<file path="config.mk">
export PLATFORM = sky130hd
export DESIGN_NAME = shift_reg_univ
export DESIGN_NICKNAME = d
export VERILOG_FILES = /design/src/rtl/shift_reg_univ.sv
export SDC_FILE = /design/constraint.sdc
export NUM_CORES = 1
export LEC_CHECK = 0
export CORE_ASPECT_RATIO = 1.25
export CORE_MARGIN = 2
export CORE_UTILIZATION = 47
export CTS_CLUSTER_SIZE = 28
export DETAILED_ROUTE_END_ITERATION = 8
export GPL_TIMING_DRIVEN = 0
export PLACE_DENSITY = 0.81
export SYNTH_ARGS = -nofsm -noshare
export SYNTH_HDL_FRONTEND = slang
export SYNTH_SLANG_ARGS = --single-unit
</file>
<file path="constraint.sdc">
create_clock -name clk -period 1.7 [get_ports clk]
set_input_delay 0.425 -clock clk [delete_from_list [all_inputs] [get_ports clk]]
set_output_delay 0.425 -clock clk [all_outputs]
set_load 0.03 [all_outputs]
</file>
<file path="src/rtl/shift_reg_univ.sv">
// Universal WIDTH-bit storage/shift register with single-cycle operations and a
// counted burst-shift engine reporting busy/done.
module shift_reg_univ #(
  parameter int                 WIDTH     = 8,
  parameter logic [WIDTH-1:0]   RESET_VAL = '0,
  localparam int                AW        = $clog2(WIDTH) + 2
) (
  input  logic             clk,
  input  logic             rst_n,
  input  logic             en,
  input  logic [2:0]       mode,
  input  logic [WIDTH-1:0] d,
  input  logic             sin,
  input  logic             start,
  input  logic [AW-1:0]    amt,
  output logic [WIDTH-1:0] q,
  output logic             sout,
  output logic             busy,
  output logic             done
);

  typedef enum logic {IDLE, RUN} state_t;

  state_t           state_q, state_d;
  logic [AW-1:0]    cnt_q, cnt_d;
  logic [2:0]       op_q, op_d;
  logic [WIDTH-1:0] q_q, q_d;
  logic             sout_q, sout_d;
  logic             done_q, done_d;

  logic [2:0]       sh_sel;
  logic [WIDTH-1:0] sh_val;
  logic             sh_out;
  logic             mode_is_shift;

  assign mode_is_shift = (mode >= 3'd2) && (mode <= 3'd5);

  // One shifter serves both single ops (live mode) and bursts (latched op).
  assign sh_sel = (state_q == RUN) ? op_q : mode;

  always_comb begin
    sh_val = q_q;
    sh_out = sout_q;
    case (sh_sel)
      3'd2: begin sh_val = {q_q[WIDTH-2:0], sin};         sh_out = q_q[WIDTH-1]; end
      3'd3: begin sh_val = {sin, q_q[WIDTH-1:1]};         sh_out = q_q[0];       end
      3'd4: begin sh_val = {q_q[WIDTH-2:0], q_q[WIDTH-1]}; sh_out = q_q[WIDTH-1]; end
      3'd5: begin sh_val = {q_q[0], q_q[WIDTH-1:1]};      sh_out = q_q[0];       end
      default: ;
    endcase
  end

  always_ff @(posedge clk or negedge rst_n) begin
    if (!rst_n) begin
      state_q <= IDLE;
      cnt_q   <= '0;
      op_q    <= '0;
      q_q     <= RESET_VAL;
      sout_q  <= 1'b0;
      done_q  <= 1'b0;
    end else begin
      state_q <= state_d;
      cnt_q   <= cnt_d;
      op_q    <= op_d;
      q_q     <= q_d;
      sout_q  <= sout_d;
      done_q  <= done_d;
    end
  end

  always_comb begin
    state_d = state_q;
    cnt_d   = cnt_q;
    op_d    = op_q;
    q_d     = q_q;
    sout_d  = sout_q;
    done_d  = 1'b0;
    case (state_q)
      IDLE: begin
        if (start && mode_is_shift) begin
          state_d = RUN;
          cnt_d   = amt;
          op_d    = mode;
        end else if (en) begin
          case (mode)
            3'd1:                     q_d = d;
            3'd2, 3'd3, 3'd4, 3'd5: begin
              q_d    = sh_val;
              sout_d = sh_out;
            end
            3'd6:                     q_d = '0;
            3'd7:                     q_d = RESET_VAL;
            default: ;
          endcase
        end
      end
      RUN: begin
        if (cnt_q != '0) begin
          q_d    = sh_val;
          sout_d = sh_out;
          cnt_d  = cnt_q - AW'(1);
        end else begin
          state_d = IDLE;
          done_d  = 1'b1;
        end
      end
      default: state_d = IDLE;
    endcase
  end

  always_comb begin
    q    = q_q;
    sout = sout_q;
    busy = (state_q == RUN);
    done = done_q;
  end

endmodule

</file>
* Word level (Yosys, flattened, before mapping) *
Cells that the tools add are included.

cells by class
  $add $sub $neg = 1
  multiplexer cells = 21
  multipliers = 0
  reductions and logical operators = 11
  shifts and indexed selects = 0
  bitwise operators = 1
  order comparisons = 2
  equal/unequal tests = 17
  div/mod/pow operators = 0

operators by type and width
  kind                                                    number
  one-hot mux 8 bit (4 select lines)                      1
  two-way mux 8 bit                                       3
  one-hot mux 8 bit (3 select lines)                      1
  equality test 3 bit (second input constant)             6
  one-hot mux 8 bit (2 select lines)                      1
  equality test 3 x 2 -> 1 bit (second input constant)    4
  two-way mux 5 bit                                       2
  one-hot mux 5 bit (2 select lines)                      1
  two-way mux 1 bit                                       8
  AND reduction 4 bit                                     2
  inequality test 2 bit (second input constant)           3
  one-hot mux 1 bit (2 select lines)                      3
  OR reduction 2 bit                                      3
  nonzero test 5 bit                                      1
  subtractor 5 x 1 -> 5 bit (second input constant)       1
  inequality test 2 x 1 -> 1 bit (second input constant)  2
  inequality test 4 x 2 -> 1 bit (second input constant)  1
  AND reduction 2 bit                                     2
  OR reduction 4 bit                                      1
  equality test 3 x 1 -> 1 bit (second input constant)    1
  >= comparator 3 x 2 -> 1 bit (second input constant)    1
  <= comparator 3 bit (second input constant)             1
  two-way mux 3 bit                                       1
  logical AND 1 bit                                       2
  NOT 1 bit                                               1

storage, ports and cells
  ROM bits = 0
  word-level logic and storage cells = 59
  input bits = 21
  latch bits = 0
  bits in writable memories = 0
  memories kept = 0
  output and inout port bits = 11
  flip-flop bits (word level) = 19

* Longest topological paths before layout *
Gate-level depths: netlist of the first run.

  depth after elaboration = 8
  gate-level depth with buffers = 8
  gate-level depth less buffers = 7

* Worst setup path after synthesis of the first run *
OpenSTA, ideal clock, no wires.

  path kind = in2reg
  start point = input mode[1]
  end point = register q_q[6] (netlist: q[6])
  data required time = 1.578 ns
  setup time = 0.122 ns
  stages on the path = 7
  slack = -0.058 ns
  buffers on the path = 0
  arrival time = 1.636 ns
  cell sequence = inv_1 -> ha_1 -> nor2b_1 -> nor3b_1 -> a21oi_1 -> nand2_2 -> a32o_1

on the way
  longest elaborated chain between the ends = 7
  elaborated cells on any way between the ends = 27
  classes of those cells = order compare (2); eq/ne (13); mux (7); reduce/logical (5)

ends and longest elaborated chain
  item                                                                 RTL line  source
  from (decl)                                                          11        input logic [2:0] mode,
  two-way mux 3 bit                                                    39        assign sh_sel = (state_q == RUN) ? op_q : mode;
  equality test 3 bit or equality test 3 x 2 -> 1 bit (tied branches)  44        case (sh_sel)
  one-hot mux 8 bit (4 select lines)                                   44
  one-hot mux 8 bit (3 select lines)                                   85        case (mode)
  two-way mux 8 bit                                                    84        end else if (en) begin
  two-way mux 8 bit                                                    80        if (start && mode_is_shift) begin
  one-hot mux 8 bit (2 select lines)                                   78        case (state_q)
  to (signal assigned)                                                 65        q_q <= q_d;
  to (decl)                                                            27        logic [WIDTH-1:0] q_q, q_d;

Several ways; a longest one is shown, not always the timed one. The select of a mux whose other input is x is not followed.
A chain may end at the register's enable or synchronous reset.

* Final worst setup path of the first run *
  start point = register cnt_q[0]
  end point = register cnt_q[0]

on the way
  longest elaborated chain between the ends = 3
  elaborated cells on any way between the ends = 6
  classes of those cells = add/sub (1); eq/ne (1); mux (2); reduce/logical (2)

ends and longest elaborated chain
  item                                                                       RTL line  source
  from (decl)                                                                25        logic [AW-1:0] cnt_q, cnt_d;
  from (signal assigned)                                                     63        cnt_q <= cnt_d;
  subtractor 5 x 1 -> 5 bit or nonzero test 5 bit (tied branches)            101, 98
  two-way mux 5 bit or inequality test 2 x 1 -> 1 bit (tied branches)        n/a
  one-hot mux 5 bit (2 select lines) or AND reduction 2 bit (tied branches)  n/a

Several ways; a longest one is shown, not always the timed one. The select of a mux whose other input is x is not followed.

==> results of run 1 <==
==> synthesized netlist by cell type (all sizes together) <==
| master | n |
|---|---|
| a2111oi | 1 |
| a211oi | 2 |
| a21boi | 1 |
| a21o | 1 |
| a21oi | 14 |
| a2bb2oi | 1 |
| a31oi | 2 |
| a32o | 7 |
| and2b | 1 |
| and3 | 1 |
| buf | 7 |
| dfrtp | 19 |
| ha | 4 |
| inv | 8 |
| mux2 | 1 |
| mux2i | 14 |
| nand2 | 13 |
| nand3 | 3 |
| nand3b | 1 |
| nand4b | 1 |
| nor2 | 6 |
| nor2b | 3 |
| nor3 | 2 |
| nor3b | 1 |
| nor4 | 1 |
| o211ai | 1 |
| o21ai | 19 |
| o22a | 3 |
| o31ai | 3 |
| o41ai | 2 |
| or2 | 2 |
| or3 | 2 |
| xnor2 | 1 |
| xor2 | 1 |
==> final cells by class <==
| class | instances | area (sq um) | share of cell area, % |
|---|---|---|---|
| buffer | 7 | 62.6 | 3.19 |
| multi-input combinational | 115 | 925 | 47.1 |
| clock buffer | 4 | 26.3 | 1.34 |
| timing repair buffer | 44 | 399 | 20.3 |
| inverter | 8 | 30.0 | 1.53 |
| tap | 36 | 45.0 | 2.29 |
| sequential | 19 | 475 | 24.2 |
==> worst min-delay path, stage by stage <==
cell	delay (ps)
sky130_fd_sc_hd__buf_2	140
sky130_fd_sc_hd__inv_2	100
sky130_fd_sc_hd__o21ai_0	90
==> worst paths after layout <==
kind / start / to / slack, ps / cells after the start
worst max-delay path: cnt_q[0] / cnt_q[0] / 60 / 9
worst min-delay path: mode[2] / op_q[2] / 490 / 3
worst max register to register: cnt_q[0] / cnt_q[0] / 60 / 9
worst min register to register: sout / sout / 530 / 2
max in group asynchronous: rst_n / busy / 530 / 1
min in group asynchronous: rst_n / q[0] / 620 / 1
==> sequential cells by signal (all words and copies together) (netlist names) <==
name	cells
done	1
q	8
op_q	3
cnt_q	5
busy	1
sout	1
==> logic make-up (layout without fill, tap and decap cells) <==
kind of cell / count (synthesis) / count (layout) / synth area share (%)
compound gates: 57 / 57 / 28.2
buf+inv: 15 / 63 / 6.32
fa+ha+maj: 4 / 4 / 3.51
mux: 15 / 15 / 10.6
xor+xnor: 2 / 2 / 1.75
simple gates: 37 / 37 / 16.2
flops: 19 / 19 / 33.3
==> per-stage QoR <==
stage	instance area, sq um	total power (uW)	instances	setup WS (ps)	utilization (%)
2_1_floorplan	1440	2660	149	33.4	-
6_report	1960	3770	233	61.2	67.3
4_1_cts	1920	3650	230	5.50	65.7
3_3_place_gp	1790	3230	216	-853	61.5
5_1_grt	1960	4070	233	-14.4	67.3
3_5_place_dp	1790	3320	216	-873	61.5
==> report_power, final <==
group | switching [uW] | internal (uW)
Sequential | 273 | 684
Combinational | 1350 | 1230
Clock | 144 | 91.6
==> per-layer routing <==
layer / vias up / GRT usage [%]
met4: 0 / 10.6
met5: - / 0
li1: 653 / -
met2: 33 / 44.3
met1: 655 / 27.1
met3: 4 / 1.59
==> what timing repair did <==
action                                 CTS  global route
pin swaps                                9             6
setup endpoints to repair               27            12
gates resized for setup                 26            13
setup buffers                           10             3
endpoints found under the hold margin    0             0
==> impl_results.rst, run 1 <==
.. list-table::
   :header-rows: 1

   * - Metric
     - Value
   * - Result of the run
     - completed
   * - Starting density of the core
     - 48.9%
   * - Wire length on met2
     - 2120 microns
   * - Maximum single-stage delay on the critical path
     - 400 ps
   * - P&R area growth vs syn
     - 37.6%
   * - Capturing element type of the critical path
     - flip-flop
   * - Count of state elements after synthesis
     - 19
   * - Total routing resource utilization after global routing
     - 24.0%
   * - Number of levels in the clock H-tree
     - 1
   * - Yosys top cell by area
     - sky130_fd_sc_hd__dfrtp_1
   * - Number of hold-slack violations in the final timing report
     - 0
   * - Highest clock rate
     - 610 MHz
   * - Total wire length
     - 3830 microns
   * - TritonCTS buffer count
     - 3
   * - Leading cell type in the layout, fill and taps excluded
     - sky130_fd_sc_hd__dfrtp_1
   * - Count of TritonRoute iterations in the first routing pass
     - 4
   * - Power per cell area
     - 1920 mW/mm^2
   * - Number of standard-cell rows in the floorplan
     - 22
   * - Crit Path Class
     - flip-flop to flip-flop
   * - Worst IR Drop VDD
     - 1.25 mV
   * - Clock Path Buffers
     - 2
   * - Top-level I/O count
     - 32
   * - Maximum clock skew at final layout
     - 10.6 ps
   * - Wire length of the first global-routing pass
     - 6250 microns
   * - Standard cell with the maximum stage delay on the critical path
     - sky130_fd_sc_hd__dfrtp_1
   * - Critical Path Start Type
     - flip-flop
   * - Wire length per cell after detailed routing
     - 16.4 microns
   * - Top Family by Delay on Critical Path
     - flip-flops
   * - Vias after detailed routing
     - 1345
   * - Crit path buf inv count
     - 3
   * - Number of warnings issued by yosys
     - 0
   * - Hold/Removal Path Class
     - primary input to flip-flop
   * - Leading post-synthesis cells by cell area
     - sky130_fd_sc_hd__dfrtp_1 33%, sky130_fd_sc_hd__mux2i_1 9.8%, sky130_fd_sc_hd__o21ai_0 6.0%
   * - Crit path arrival time
     - 1840 ps
   * - Count of fill cells added during filler insertion
     - 248
   * - Worst slew margin
     - 39.6%
   * - Top cell type's share of synthesized area
     - 33.3%
   * - Detailed-placement wirelength estimate
     - 2630 microns
   * - CTS Sinks
     - 19
   * - 1st-iter DRT viols
     - 36
   * - Mapped cell area
     - 0.00143 sq mm
   * - Die Outline Area
     - 0.00349 sq mm
   * - Met1 Wirelength
     - 1530 microns
   * - Number of global-route vias before repair
     - 1421
   * - Endpoints failing setup
     - 0
   * - Pin count of the biggest net entering global routing
     - 20
   * - Crit path time final
     - 1640 ps
   * - Max-capacitance violation count
     - 0
   * - Syn_nets
     - 174
   * - Clock transition at path regs
     - 110 ps
   * - Clk Tree Root Cell
     - sky130_fd_sc_hd__clkbuf_4
   * - Biggest fanout along the worst timing path
     - 8
   * - Routability congestion estimate from global placement
     - 0.858
   * - Final hold slack
     - 493 ps
   * - Final max-slew violation count
     - 0
   * - Worst EP required
     - 1900 ps
   * - Input/output buffers
     - 31
   * - NumNets Final
     - 223
   * - Portion of the post-synthesis area used by sequential elements
     - 33.3%
   * - Setup TNS
     - 0 ps
   * - # diodes
     - 0
   * - Gr ovfl total
     - 0
   * - Share of the clock period used by the worst path after layout
     - 96.4%
   * - Leak
     - 0.000863 uW
   * - CTS Hold Buffers Added
     - 0
   * - Number of different library cells in the post-synthesis netlist
     - 45
   * - Share of cells above drive strength 1
     - 27.4%
   * - Clock insertion delay at the later pin of the skew report
     - 310 ps
   * - Met3 wire len
     - 141 microns
   * - Initial antenna violation count
     - 0
   * - Slew @ Worst Pin
     - 903 ps
   * - Post-Syn Instances
     - 149
   * - TritonCTS clock tree
     - done
   * - Floorplan core area
     - 0.00292 sq mm
   * - Commonest non-fill, non-tap cells in the layout
     - 19 x sky130_fd_sc_hd__dfrtp_1, 17 x sky130_fd_sc_hd__clkdlybuf4s50_1, 16 x sky130_fd_sc_hd__o21ai_0, 14 x sky130_fd_sc_hd__mux2i_1
   * - Critical path, cell by cell
     - inv_2 > ha_4 > nand2_4 > nor4_4 > buf_4 > or2_1 > buf_6 > o21ai_0 > o31ai_1
   * - Die Y-Extent
     - 65.6 microns
   * - Routed vias/inst
     - 5.77
   * - Top layer in use
     - met4
   * - Post-route DRC violation count
     - 0
   * - Width of the chip
     - 53.3 microns
   * - Post-Syn Area per Cell
     - 9.57 sq um
   * - Antenna viol nets, final
     - 0
(Power assumes the default switching activity.)
==> inputs of run 2 (changes only) <==
Settings changed: TNS_END_PERCENT from default to 10.
==> impl_results.rst, run 2 (synthesis results as in run 1) <==
.. list-table::
   :header-rows: 1

   * - Metric
     - Value
   * - NumNets Final
     - 220
   * - 1st-iter DRT viols
     - 24
   * - Count of TritonRoute iterations in the first routing pass
     - 4
   * - Max-capacitance violation count
     - 0
   * - Startpoint of the worst setup timing path
     - cnt_q[0]
   * - Clock Path Buffers
     - 2
   * - Worst IR Drop VDD
     - 1.17 mV
   * - Pin count of the biggest net entering global routing
     - 20
   * - Switching power summed over all nets
     - 1780 uW
   * - Final hold slack
     - 494 ps
   * - Maximum single-stage delay on the critical path
     - 420 ps
   * - Top Family by Delay on Critical Path
     - simple AND/OR/NAND/NOR gates
   * - Count of fill cells added during filler insertion
     - 241
   * - TritonCTS clock tree
     - done
   * - Slew @ Worst Pin
     - 926 ps
   * - Leading cell type in the layout, fill and taps excluded
     - sky130_fd_sc_hd__dfrtp_1
   * - Crit path time final
     - 1690 ps
   * - Top-level I/O count
     - 32
   * - Vias after detailed routing
     - 1377
   * - Share of the clock period used by the worst path after layout
     - 99.2%
   * - Detailed-placement wirelength estimate
     - 2630 microns
   * - Core Util, Final
     - 66.5%
   * - Register share of total power
     - 25.5%
   * - Commonest non-fill, non-tap cells in the layout
     - 19 x sky130_fd_sc_hd__dfrtp_1, 17 x sky130_fd_sc_hd__clkdlybuf4s50_1, 16 x sky130_fd_sc_hd__o21ai_0, 14 x sky130_fd_sc_hd__mux2i_1, 12 x sky130_fd_sc_hd__dlygate4sd2_1
   * - Floorplan core area
     - 0.00292 sq mm
   * - Number of hold-slack violations in the final timing report
     - 0
   * - Endpoints failing setup
     - 0
   * - Post-route DRC violation count
     - 0
   * - Wire length of the first global-routing pass
     - 6240 microns
   * - Proportion of power drawn by the clock network
     - 6.2%
   * - Clock transition at path regs
     - 120 ps
   * - Critical Path Start Type
     - flip-flop
   * - Sw Share
     - 47.3%
   * - Biggest fanout along the worst timing path
     - 4
   * - Critical path, cell by cell
     - inv_2 > ha_4 > nand2_4 > nor4_4 > nor3_4 > buf_12 > buf_6 > a32o_1
   * - Count of placed standard cells in the final layout, fillers left out
     - 230
   * - Max FFs per register
     - 8
   * - TritonCTS buffer count
     - 3
   * - Overall power
     - 3760 uW
   * - Standard cell with the maximum stage delay on the critical path
     - sky130_fd_sc_hd__dfrtp_1
   * - Input/output buffers
     - 31
   * - Reg-to-reg startpoint
     - cnt_q[0]
   * - Setup repair after global routing missed its margin
     - yes
   * - Wire length per cell after detailed routing
     - 16.8 microns
   * - Antenna viol nets, final
     - 0
   * - Starting density of the core
     - 48.9%
   * - Routed vias/inst
     - 5.99
   * - Worst slew margin
     - 38.1%
   * - Internal Dissipation
     - 1980 uW
   * - Gr ovfl total
     - 0
   * - Worst setup timing slack at the placement stage
     - -873 ps
   * - Total routing resource utilization after global routing
     - 23.9%
   * - Maximum clock skew at final layout
     - 11.3 ps
   * - Number of global-route vias before repair
     - 1387
   * - Die Outline Area
     - 0.00349 sq mm
   * - # diodes
     - 0
   * - Crit path arrival time
     - 1890 ps
   * - Crit path buf inv count
     - 3
   * - Leak
     - 0.000851 uW
   * - Result of the run
     - completed
   * - Launch instance of the worst min-delay path
     - mode[2]
   * - Capturing element type of the critical path
     - flip-flop
   * - Total wire length
     - 3860 microns
   * - CTS Sinks
     - 19
   * - Number of standard-cell rows in the floorplan
     - 22
   * - Number of levels in the clock H-tree
     - 1
   * - Routability congestion estimate from global placement
     - 0.858
   * - Clk Tree Root Cell
     - sky130_fd_sc_hd__clkbuf_4
   * - Worst setup slack after layout
     - 14.1 ps
   * - Hold/Removal Path Class
     - primary input to flip-flop
   * - Final max-slew violation count
     - 0
   * - Crit Path Class
     - flip-flop to flip-flop
   * - Cell Count Post-Placement
     - 216
   * - Initial antenna violation count
     - 0
   * - Width of the chip
     - 53.3 microns
   * - P&R area growth vs syn
     - 36.1%
   * - Power per cell area
     - 1940 mW/mm^2
   * - Share of cells above drive strength 1
     - 25.8%
   * - Clock insertion delay at the later pin of the skew report
     - 300 ps
   * - Worst EP required
     - 1900 ps
   * - Relative contribution of combinational cells to total power
     - 68.3%
   * - Highest clock rate
     - 593 MHz
   * - Die Y-Extent
     - 65.6 microns
[run 2: cell type report]
type	count	area, sq um	area share, %
plain buffers	7	62.6	3.22
clock buffers	4	26.3	1.35
well taps	36	45.0	2.32
flip-flops and latches	19	475	24.5
multi-input cells	115	921	47.5
inverters	8	30.0	1.55
repair buffers	41	380	19.6
[run 2: repair_timing]
action	in CTS	in global routing
resized for setup	26	13
hold buffers	0	0
buffers inserted	7	4
pin swaps	5	8
hold endpoints to repair	0	0
setup endpoints to repair	27	11
[run 2: through the flow]
stage	instance area [sq um]	TNS [ps]
after floorplan	1440	0
after global placement	1790	-10880
after detailed placement	1790	-11210
after CTS	1890	-37.7
after global routing	1940	-139
final	1940	0
[run 2: worst register-to-register path, delay by kind of cell (launching register included)]
family                     cells  cell delay (ps)
DFF                            1              420
AOI/OAI and AO/OA              1              220
and+or+nand+nor                3              450
buffers and inverters          3              360
adders and majority gates      1              150
[run 2: layer usage]
layer | up-vias | GRT usage [%] | part of all wire, %
met2 | 40 | 43.7 | 55
met3 | 8 | 1.59 | 3.8
li1 | 650 | - | -
met5 | - | 0 | 0
met4 | 0 | 9.62 | 1.7
met1 | 679 | 27.8 | 40
[run 2: power groups by stage]
stage               sequential [uW]  clock (uW)  combinational [uW]
CTS                             953         236                2450
global route                   1000         251                2770
detailed placement              967           0                2350
floorplan                      1130           0                1530
finish                          958         234                2560
global placement                949           0                2280
[run 2: final timing paths]
kind                       endpoint  slack [ps]  depth (start not counted)
setup / recovery               q[4]          10                          8
hold / removal              op_q[2]         490                          3
setup reg to reg               q[4]          10                          8
hold reg to reg                sout         540                          2
max in group asynchronous      q[1]         500                          1
min in group asynchronous      q[3]         630                          1
==> inputs of run 3 (changes only) <==
Settings changed: CELL_PAD_IN_SITES_DETAIL_PLACEMENT from default to 0, CELL_PAD_IN_SITES_GLOBAL_PLACEMENT from default to 1, CORE_UTILIZATION 47 to 38, PLACE_DENSITY 0.81 to 0.85, SETUP_SLACK_MARGIN from default to 0.02.
==> impl_results.rst, run 3 (synthesis results as in run 1) <==
.. list-table::
   :header-rows: 1

   * - Metric
     - Value
   * - Result of the run
     - finished with violations
   * - Violated checks
     - DRC
   * - Routability congestion estimate from global placement
     - 0.786
   * - CTS Hold Buffers Added
     - 0
   * - Maximum clock skew at final layout
     - 2.57 ps
   * - Busiest grt layer
     - met2
   * - Critical path, cell by cell
     - buf_2 > inv_2 > ha_4 > nor2b_1 > nor3b_1 > a21oi_2 > nand2_4 > a32o_1
   * - Cell Count Post-Placement
     - 219
   * - # diodes
     - 0
   * - Crit path buf inv count
     - 2
   * - Hold/Removal Path Class
     - primary input to flip-flop
   * - Top-level I/O count
     - 32
   * - Worst EP required
     - 1900 ps
   * - Maximum single-stage delay on the critical path
     - 310 ps
   * - Grt met1 use
     - 22.4%
   * - Crit path arrival time
     - 1830 ps
   * - Max FFs per register
     - 8
   * - Capturing element type of the critical path
     - flip-flop
   * - Depth of the critical timing path with buffers and inverters included
     - 8
   * - Met3 track demand over resource
     - 3.21%
   * - Clock transition at path regs
     - 80 ps
   * - CTS Sinks
     - 19
   * - GRT met2 Usage
     - 33.1%
   * - Design Area, Final
     - 0.00190 sq mm
   * - Worst setup slack after layout
     - 75.5 ps
   * - End of the worst register-to-register path
     - q[1]
   * - Max-capacitance violation count
     - 0
   * - Clock Path Buffers
     - 2
   * - Wire length of the first global-routing pass
     - 6160 microns
   * - Sw Share
     - 47.2%
   * - Count of placed standard cells in the final layout, fillers left out
     - 228
   * - Width of the chip
     - 58.8 microns
   * - Worst slew margin
     - 38.1%
   * - Total wire length
     - 3710 microns
   * - Pin count of the biggest net entering global routing
     - 20
   * - Worst IR Drop VDD
     - 0.815 mV
   * - Number of hold-slack violations in the final timing report
     - 0
   * - Leading cell type in the layout, fill and taps excluded
     - sky130_fd_sc_hd__dfrtp_1
   * - Startpoint of the worst setup timing path
     - mode[2]
   * - Input/output buffers
     - 31
   * - Number of global-route vias before repair
     - 1339
   * - 1st-iter DRT viols
     - 77
   * - Gr ovfl total
     - 0
   * - Internal Dissipation
     - 1980 uW
   * - Total routing resource utilization after global routing
     - 18.6%
   * - Switching power summed over all nets
     - 1770 uW
   * - Starting density of the core
     - 40.3%
   * - Share of the clock period used by the worst path after layout
     - 95.6%
   * - Proportion of power drawn by the clock network
     - 8.8%
   * - NumNets Final
     - 215
   * - Antenna viol nets, final
     - 0
   * - Worst setup timing slack at the placement stage
     - -891 ps
   * - Vias after detailed routing
     - 1321
   * - Core Util, Final
     - 53.6%
   * - Initial antenna violation count
     - 0
   * - Number of levels in the clock H-tree
     - 1
   * - Number of standard-cell rows in the floorplan
     - 24
   * - P&R area growth vs syn
     - 33.2%
   * - Crit path time final
     - 1620 ps
   * - Endpoints failing setup
     - 0
   * - Biggest fanout along the worst timing path
     - 7
   * - Clk Tree Root Cell
     - sky130_fd_sc_hd__clkbuf_8
   * - Slew @ Worst Pin
     - 925 ps
   * - Post-placement cell area
     - 0.00180 sq mm
   * - Reg-to-reg startpoint
     - cnt_q[0]
   * - Leak
     - 0.000826 uW
   * - Die Outline Area
     - 0.00426 sq mm
   * - Final max-slew violation count
     - 0
   * - Top Family by Delay on Critical Path
     - simple AND/OR/NAND/NOR gates
   * - Relative contribution of combinational cells to total power
     - 65.2%
   * - Post-route DRC violation count
     - 1
   * - Crit Path Class
     - primary input to flip-flop
   * - Count of TritonRoute iterations in the first routing pass
     - 6
   * - Critical Path Start Type
     - primary input
   * - Register share of total power
     - 26.0%
   * - Wire length per cell after detailed routing
     - 16.3 microns
   * - Setup repair after global routing missed its margin
     - yes
   * - Register-to-Register Path Depth
     - 8
   * - TritonCTS clock tree
     - done
   * - Clock insertion delay at the later pin of the skew report
     - 260 ps
   * - Commonest non-fill, non-tap cells in the layout
     - 19 x sky130_fd_sc_hd__dfrtp_1, 17 x sky130_fd_sc_hd__clkdlybuf4s50_1, 16 x sky130_fd_sc_hd__o21ai_0, 14 x sky130_fd_sc_hd__mux2i_1, 12 x sky130_fd_sc_hd__dlygate4sd2_1
   * - Floorplan core area
     - 0.00354 sq mm
   * - Share of cells above drive strength 1
     - 22.2%
   * - Highest clock rate
     - 616 MHz
   * - Detailed-placement wirelength estimate
     - 2610 microns
   * - Power per cell area
     - 1970 mW/mm^2
   * - Routed vias/inst
     - 5.79
   * - Die Y-Extent
     - 72.5 microns
   * - Standard cell with the maximum stage delay on the critical path
     - sky130_fd_sc_hd__nor3b_1
   * - R2R Setup Slk
     - 80 ps
   * - Overall power
     - 3750 uW
   * - TritonCTS buffer count
     - 3
   * - End of the critical path
     - q[3]
run 3: changes by cell type in the layout (fill, tap and decap cells not counted), moves of 2 or more:
cell and delta:
sky130_fd_sc_hd__buf_4 -3, sky130_fd_sc_hd__buf_6 -2, sky130_fd_sc_hd__clkbuf_4 -3, sky130_fd_sc_hd__clkbuf_8 +3, sky130_fd_sc_hd__nand2_1 +2, sky130_fd_sc_hd__nand2_2 -3
run 3: per-layer routing:
layer | part of all wire, % | routed length (microns)
met4 | 0.84 | 31
met5 | 0 | 0
met1 | 43 | 1580
met3 | 3.3 | 124
met2 | 53 | 1980
run 3: layout make-up:
type | count | area (sq um)
clock inverters | 1 | 5.00
fillers | 347 | 1640
repair buffers | 36 | 323
clock buffers | 3 | 41.3
well taps | 39 | 48.8
flip-flops and latches | 19 | 475
inverters | 8 | 30.0
multi-input cells | 115 | 917
plain buffers | 7 | 60.1
run 3: worst min-delay path by stage:
stage | from | end | cells past startpoint
2_1_floorplan | rst_n | busy | 0
3_3_place_gp | cnt_q[1] | cnt_q[1] | 2
3_5_place_dp | cnt_q[1] | cnt_q[1] | 2
4_1_cts | cnt_q[1] | cnt_q[1] | 2
5_1_grt | mode[2] | op_q[2] | 3
6_report | mode[2] | op_q[2] | 3
run 3: timing repair:
item	CTS	global route
resized for setup	26	6
endpoints found under the setup margin	29	11
buffers inserted	4	1
pin swaps	6	2
run 3: stage by stage:
stage | hold slack [ps] | TNS [ps]
6_report | 526 | 0
5_1_grt | 544 | 0
4_1_cts | 511 | 0
3_5_place_dp | 494 | -11410
3_3_place_gp | 481 | -11200
2_1_floorplan | 129 | 0
run 3: power groups by stage:
stage                     clock network (uW)  registers (uW)  logic [uW]
after detailed placement                   0             972        2350
after CTS                                338             961        2350
after floorplan                            0            1130        1530
final                                    331             974        2440
after global routing                     365            1010        2670
after global placement                     0             958        2290
run 3: worst register-to-register path: stages (launching register included):
cell	delay, ps
sky130_fd_sc_hd__dfrtp_1	410
sky130_fd_sc_hd__inv_2	90
sky130_fd_sc_hd__ha_4	140
sky130_fd_sc_hd__nand2_4	40
sky130_fd_sc_hd__nor4_4	190
sky130_fd_sc_hd__buf_4	180
sky130_fd_sc_hd__nor3_4	60
sky130_fd_sc_hd__buf_4	180
sky130_fd_sc_hd__a32o_1	220
